## src/rtl/slot_pkg.sv

```systemverilog
// Shared types and constants for the slot-machine reel stage.
package slot_pkg;

  typedef logic [3:0]      digit_t;
  typedef logic [5:0][3:0] slot_nums_t;

  // Digit code the display treats as blank; the reels never produce it.
  localparam digit_t      BLANK_DIGIT = 4'd10;
  localparam logic [15:0] LFSR_TAPS   = 16'hB400;

  // Reset reels 00 / 11 / 22 so a freshly reset machine never shows a win.
  localparam slot_nums_t  RESET_NUMS  = {4'd2, 4'd2, 4'd1, 4'd1, 4'd0, 4'd0};

endpackage

```

## src/rtl/reel_counter.sv

```systemverilog
// One reel: run-gated prescaler plus a two-digit BCD register advanced by step.
module reel_counter
  import slot_pkg::*;
#(
  parameter int     TICK      = 4,
  parameter digit_t INIT_TENS = 4'd0,
  parameter digit_t INIT_ONES = 4'd0
) (
  input  logic       clk,
  input  logic       rst_n,
  input  logic       run,
  input  logic [1:0] step,
  output digit_t     tens,
  output digit_t     ones
);

  localparam int CW = (TICK > 1) ? $clog2(TICK) : 1;

  logic [CW-1:0] cnt;
  logic          tick;
  logic [4:0]    ones_sum;
  digit_t        ones_nxt;
  digit_t        tens_nxt;

  // A tick only exists while running, so a stop edge can never update the reel.
  assign tick = run && (cnt == CW'(TICK - 1));

  // BCD add of a 1 or 2 step: ones carries past 9, tens wraps 9 -> 0.
  always_comb begin
    ones_sum = {1'b0, ones} + {3'b000, step};
    ones_nxt = ones_sum[3:0];
    tens_nxt = tens;
    if (ones_sum > 5'd9) begin
      ones_nxt = 4'(ones_sum - 5'd10);
      tens_nxt = (tens == 4'd9) ? 4'd0 : tens + 4'd1;
    end
  end

  // Prescaler clears while stopped so a restart waits a full TICK interval.
  always_ff @(posedge clk or negedge rst_n) begin
    if (!rst_n) begin
      cnt  <= '0;
      tens <= INIT_TENS;
      ones <= INIT_ONES;
    end else begin
      if (!run || tick) cnt <= '0;
      else              cnt <= cnt + 1'b1;
      if (tick) begin
        tens <= tens_nxt;
        ones <= ones_nxt;
      end
    end
  end

endmodule

```

## src/rtl/slot_reels.sv

```systemverilog
// Reel generator: free-running LFSR picks per-reel steps, three prescaled
// BCD reels, and a free-running blink square wave for the FSM.
module slot_reels
  import slot_pkg::*;
#(
  parameter int          TICK0      = 5_000_000,
  parameter int          TICK1      = 3_700_000,
  parameter int          TICK2      = 2_900_000,
  parameter int          BLINK_HALF = 6_250_000,
  parameter logic [15:0] LFSR_SEED  = 16'hACE1
) (
  input  logic       clk,
  input  logic       rst_n,
  input  logic       slot_running,
  output slot_nums_t slot_nums,
  output logic       blink_clk
);

  localparam int BW = (BLINK_HALF > 1) ? $clog2(BLINK_HALF) : 1;

  logic [15:0]   lfsr;
  logic [BW-1:0] blink_cnt;

  // Galois LFSR steps every cycle; reels sample its pre-update bits.
  always_ff @(posedge clk or negedge rst_n) begin
    if (!rst_n)       lfsr <= LFSR_SEED;
    else if (lfsr[0]) lfsr <= (lfsr >> 1) ^ LFSR_TAPS;
    else              lfsr <= lfsr >> 1;
  end

  // Blink divider toggles every BLINK_HALF cycles, ignoring slot_running.
  always_ff @(posedge clk or negedge rst_n) begin
    if (!rst_n) begin
      blink_cnt <= '0;
      blink_clk <= 1'b0;
    end else if (blink_cnt == BW'(BLINK_HALF - 1)) begin
      blink_cnt <= '0;
      blink_clk <= ~blink_clk;
    end else begin
      blink_cnt <= blink_cnt + 1'b1;
    end
  end

  for (genvar g = 0; g < 3; g++) begin : g_reel
    localparam int T = (g == 0) ? TICK0 : ((g == 1) ? TICK1 : TICK2);
    reel_counter #(
      .TICK     (T),
      .INIT_TENS(RESET_NUMS[2*g+1]),
      .INIT_ONES(RESET_NUMS[2*g])
    ) u_reel (
      .clk  (clk),
      .rst_n(rst_n),
      .run  (slot_running),
      .step (2'd1 + {1'b0, lfsr[g]}),
      .tens (slot_nums[2*g+1]),
      .ones (slot_nums[2*g])
    );
  end

endmodule

```

## config.mk

```make
export PLATFORM = sky130hd
export DESIGN_NAME = slot_reels
export DESIGN_NICKNAME = d
export VERILOG_FILES = /design/src/rtl/slot_pkg.sv /design/src/rtl/reel_counter.sv /design/src/rtl/slot_reels.sv
export SDC_FILE = /design/constraint.sdc
export NUM_CORES = 1
export LEC_CHECK = 0
export CORE_MARGIN = 10
export CORE_UTILIZATION = 55
export CTS_CLUSTER_SIZE = 16
export DETAILED_ROUTE_END_ITERATION = 8
export PLACE_DENSITY_LB_ADDON = 0.2
export SYNTH_ARGS = -nofsm -noshare
export SYNTH_HDL_FRONTEND = slang
export SYNTH_HIERARCHICAL = 1
export SYNTH_SLANG_ARGS = --single-unit
```

## constraint.sdc

```tcl
create_clock -name clk -period 2.7 [get_ports clk]
set_input_delay 0.54 -clock clk [delete_from_list [all_inputs] [get_ports clk]]
set_output_delay 0.54 -clock clk [all_outputs]
set_load 0.02 [all_outputs]
```

==> results of run 1 <==
[final cells by class]
class                      instances  area share
clock buffer                      22      0.0591
clock inverter                    10      0.0134
inverter                          28      0.0131
multi-input combinational        495       0.420
sequential                       131       0.411
tap                              147      0.0229
timing repair buffer              54      0.0611
[state kept, by name, indices dropped and copies added, names as in the netlist]
signal and flops:
g_reel.u_reel/cnt 67, blink_cnt 23, lfsr 16, g_reel.u_reel/ones 12
g_reel.u_reel/tens 12, blink_clk 1
[cells by family (layout without fill, tap and decap cells)]
group | after synthesis | in the layout | synth area share
AND/OR/NAND/NOR | 305 | 305 | 0.244
AO/OA/AOI/OAI | 77 | 77 | 0.0779
flip-flops | 131 | 131 | 0.488
multiplexers | 5 | 5 | 0.00890
adder cells (fa/ha/maj) | 16 | 16 | 0.0330
buffers and inverters | 47 | 114 | 0.0287
XOR/XNOR | 92 | 92 | 0.119
[through the flow]
stage	area (um^2)	cells	setup slack, ps
floorplan	6790	673	-79.6
global placement	7330	851	49.5
detailed placement	7330	851	-72.1
CTS	7930	883	20.1
global route	8020	887	-93.6
finish	8020	887	-11.5
[power breakdown]
group	leakage (nW)	internal, mW	switching, mW
Combinational	1.46	0.0307	0.0779
Clock	0.282	1.42	0.821
Sequential	1.75	1.98	0.0152
[synthesized netlist by cell type (11+ instances only)]
master | count | area share
o21ai_0 | 16 | 0.012
nor3_1 | 13 | 0.0096
nand2_1 | 43 | 0.024
nand3_1 | 39 | 0.029
xnor2_1 | 43 | 0.056
nor2b_1 | 11 | 0.010
dfrtp_1 | 119 | 0.44
and3_1 | 20 | 0.019
inv_1 | 27 | 0.015
xor2_1 | 49 | 0.064
a21oi_1 | 16 | 0.012
clkbuf_1 | 12 | 0.0067
nand4_1 | 24 | 0.022
dfstp_2 | 12 | 0.047
ha_1 | 13 | 0.024
nor2_1 | 91 | 0.051
nor4_1 | 13 | 0.012
[critical path, cell delays in order, from the launching register on]
cell and delay [ps]:
dfrtp_1 370, inv_1 60, ha_2 180, inv_2 40, fa_2 550, buf_6 110, nand2_2 80, nor4b_4 140
or4_4 580, o211ai_4 220, mux2_4 310
[metal layers]
layer,vias to the layer above,global-route usage,part of all wire
li1,2480,-,-
met3,21,0.0508,0.046
met4,0,0.0726,0.014
met2,71,0.269,0.49
met5,-,0,0
met1,2566,0.209,0.45
[worst paths after layout]
kind / slack [ps] / endpoint
worst min-delay path: 240 / g_reel[2].u_reel/tens[2]
worst min register to register: 340 / lfsr[3]
min in group clk: 340 / lfsr[3]
worst max-delay path: -10 / g_reel[2].u_reel/tens[1]
max in group asynchronous: 1970 / blink_cnt[11]
worst max register to register: -10 / g_reel[2].u_reel/tens[1]
[timing repair]
action	CTS	global route
setup buffers	0	4
hold endpoints to repair	0	0
endpoints found under the setup margin	3	9
pin swaps	0	9
gates resized for setup	4	13
==> flow_metrics.tcl, run 1 <==
set metrics [dict create \
    drt_pass1_iterations 4 \
    area_growth_pct 18.9 \
    clk-insertion-delay-late_ps 420 \
    p_total_mw 4.35 \
    ir_worst_vdd_v 0.000460 \
    grt_overflow 0 \
    crit_required_ps 3040 \
    cts.htree.levels 4 \
    crit_arrival_ps 3050 \
    routedWlPerCell_um 15.2 \
    status "complete, but fails checks" \
    core-area_um2 12000 \
    fillCellCount 938 \
    finalSetupTns_ps -14.0 \
    grt_max_degree 132 \
    setup_viol 2 \
    leakagePower_nw 3.49 \
    die_w_um 131 \
    post-dp-hpwl_um 8880 \
    syn_area_um2 6750 \
    power.density_nw_per_um2 542 \
    critPathMaxFanout 6 \
    grt_pass1_wl_um 23300 \
    end_kind "register" \
    antenna_cells 0 \
    async_reset_ff_frac 1.00 \
    nets 746 \
    gp_congestion 0.891 \
    postSynthAreaPerCell_um2 10.0 \
    final_cell_mix "118 x dfrtp_1, 91 x nor2_1, 46 x xor2_1" \
    cp-startpoint "lfsr[2]" \
    worstSetupPathType "reg -> reg" \
    r2r-start "lfsr[2]" \
    cts_hold_buf 0 \
    drive_above_1_share 0.159 \
    viasPerCell 5.79 \
    clock-sinks 131 \
    ys_ff_latch 131 \
    synth_seq_area_share 0.488 \
    start_util 0.562 \
    cts_buffer_depth 2 \
    finalHoldViolations 0 \
    fin_util 0.668 \
    wirelength_um 13500 \
    syn_inst 673 \
    port_buffers 27 \
    tritoncts "yes" \
    r2r_cells 10 \
    violations "negative setup slack" \
    layout.cells.most_common "dfrtp_1" \
    multi_input_area_um2 3370 \
    fp-row-count 40 \
    die_h_um 131 \
    finalCritPeriodShare 1.00 \
    fin_crit_ps 2710 \
    critPathLaunchType "register" \
    setup_slack_ps -11.5 \
    drc_errors 0 \
    cts_buffers 17 \
    maxCapViolations 0 \
    yosys_most_used_dff "dfrtp_1" \
    hold_class "in -> async" \
    rsz0062_at_grt "yes" \
    synth.distinct_cells 70 \
    slew_viol_final 0 \
    io_pins 28 \
    ant_nets 0 \
    syn-num-nets 692 \
    fmax_ghz 0.369 \
    globalRouteTotalUtil 0.169 \
    slew_headroom 0.492 \
    tightest_slew_ps 757 \
    clk_pin_slew_ps 50 \
    first_global_vias 5070 \
    drtIter0Drc 401 \
    hold_slack_ps 236 \
    die-area_um2 17100 \
    final.setup_skew_ps 7.16 \
    root_buffer "clkbuf_16" \
    synth-warning-count 6 \
    seq_area_um2 3290 \
    synth-edff-count 0 \
    antenna_found_initial 0 \
    num_vias 5138 \
]
Note: power is estimated with default switching activity, not from simulation.
==> run 2: changes to the inputs <==
- CELL_PAD_IN_SITES_DETAIL_PLACEMENT: unset -> 0
- CELL_PAD_IN_SITES_GLOBAL_PLACEMENT: unset -> 1
- CORE_UTILIZATION: 55 -> 44
==> run 2 against run 1 <==
  * The flow now finishes without violations
  * Via count decreased by 1.1%
  * Hold slack worse by 83 ps
  * Sequential share of layout area is 0.72 points lower
  * Final cell count grew 5.4%
  * Flip-flop and latch count is the same
  * Total power grew 4.4%
  * Wire length rose by 2.7%
  * Combinational power rose by 6%
  * Register-to-register slack improved by 50 ps
  * Maximum frequency up 1.7%
  * Critical endpoint unchanged
==> flow_metrics.tcl, run 2 (same netlist as run 1, synthesis figures left out) <==
set metrics [dict create \
    place_inst 900 \
    final_area_um2 8170 \
    p_seq_frac 0.439 \
    setup_slack_ps 34.6 \
    drtIter0Drc 254 \
    largest_reg_flops 67 \
    die_h_um 144 \
    fmax_ghz 0.375 \
    antenna_found_initial 0 \
    hold_class "in -> async" \
    drt_pass1_iterations 4 \
    leakagePower_nw 3.55 \
    tritoncts "yes" \
    first_global_vias 5061 \
    r2r_cells 10 \
    end_kind "register" \
    cts.htree.levels 4 \
    busiest_layer "met2" \
    viasPerCell 5.44 \
    critPathLaunchType "register" \
    r2r-start "lfsr[2]" \
    globalRouteMet1Util 0.186 \
    routedWlPerCell_um 14.8 \
    pre_cts_slack_ps 1.70 \
    clock_power_share 0.535 \
    final.setup_skew_ps 7.80 \
    root_buffer "clkbuf_16" \
    wirelength_um 13900 \
    fin_crit_ps 2670 \
    postPlaceCellArea_um2 7440 \
    die-area_um2 20700 \
    crit_arrival_ps 3000 \
    clk-insertion-delay-late_ps 410 \
    finalHoldViolations 0 \
    cp-endpoint "g_reel[2].u_reel/tens[1]" \
    fp-row-count 45 \
    seq_area_um2 3290 \
    io_pins 28 \
    status "finished, final reports clean" \
    start_util 0.446 \
    cts_buffers 17 \
    layout.cells.non_filler 935 \
    finalSetupTns_ps 0 \
    cts_buffer_depth 2 \
    switching_power_mw 0.923 \
    die_w_um 144 \
    finalCritPeriodShare 0.987 \
    area_growth_pct 21.0 \
    p_comb_frac 0.026 \
    layout.cells.most_common "dfrtp_1" \
    nets 753 \
    post-dp-hpwl_um 9590 \
    port_buffers 27 \
    ir_worst_vdd_v 0.000425 \
    rsz0062_at_grt "yes" \
    cp-startpoint "lfsr[2]" \
    maxCapViolations 0 \
    power.density_nw_per_um2 556 \
    critPathMaxFanout 6 \
    ant_nets 0 \
    grt_overflow 0 \
    gp_congestion 0.813 \
    setup_viol 0 \
    swShare 0.203 \
    p_total_mw 4.54 \
    clk_pin_slew_ps 60 \
    crit_required_ps 3040 \
    final_cell_mix "118 x dfrtp_1, 91 x nor2_1, 47 x xor2_1" \
    core-area_um2 15100 \
    grtUsageMet3 0.0449 \
    p_int_mw 3.62 \
    tightest_slew_ps 740 \
    regMostFlops "g_reel.u_reel/cnt" \
    rrSetupSlack_ps 30 \
    slew_viol_final 0 \
    antenna_cells 0 \
    slew_headroom 0.502 \
    worstSetupPathType "reg -> reg" \
    grt_max_degree 51 \
    num_vias 5083 \
    clock-sinks 131 \
    use_met2 0.221 \
    globalRouteTotalUtil 0.142 \
    hold_slack_ps 153 \
    grt_pass1_wl_um 24100 \
    reg_top3 "g_reel.u_reel/cnt x67, blink_cnt x23, lfsr x16" \
    fillCellCount 1347 \
    drc_errors 0 \
    drive_above_1_share 0.167 \
    reg2reg_to "g_reel[2].u_reel/tens[1]" \
    fin_util 0.539 \
    multi_input_area_um2 3360 \
]
run 2: worst min path at each step:
stage | startpoint | end | slack [ps]
floorplan | rst_n | blink_clk | 240
global placement | lfsr[9] | lfsr[8] | 340
detailed placement | lfsr[4] | lfsr[3] | 330
CTS | rst_n | g_reel[2].u_reel/cnt[13] | 180
global route | rst_n | g_reel[2].u_reel/cnt[13] | 190
finish | rst_n | g_reel[2].u_reel/cnt[13] | 150
run 2: per-layer routing:
metal  part of all wire  routed length, um  vias up
met5                  0                  0        -
met4             0.0066                 91        0
met3              0.043                592        7
met2               0.46               6450       67
met1               0.49               6750     2515
li1                   -                  -     2494
run 2: final cells by class:
| cell class | instances | share of cell area |
|---|---|---|
| multi-input combinational | 495 | 0.412 |
| tap | 188 | 0.0288 |
| timing repair buffer | 61 | 0.0656 |
| sequential | 131 | 0.403 |
| clock inverter | 7 | 0.0146 |
| inverter | 28 | 0.0129 |
| clock buffer | 25 | 0.0631 |
run 2: timing repair:
item                                    in CTS  in global routing
pin swaps                                    0                  3
hold buffers                                 0                  0
endpoints found under the setup margin       2                 10
gates resized for setup                      2                 13
buffers inserted                             0                  3
run 2: critical path, stage by stage (launching register included):
cell      delay [ps]
dfrtp_1          370
inv_1             60
ha_2             180
inv_2             40
fa_2             380
xor2_2           190
ha_4             200
a211oi_2          70
or4_4            580
o211ai_4         200
mux2_4           310
run 2: power groups by stage:
stage	clock (mW)	sequential, mW	combinational, mW
after CTS	2.47	1.99	0.121
after floorplan	0	2.03	0.0435
after detailed placement	0	2.03	0.120
after global routing	2.59	2.00	0.134
after global placement	0	2.03	0.117
final	2.43	1.99	0.116
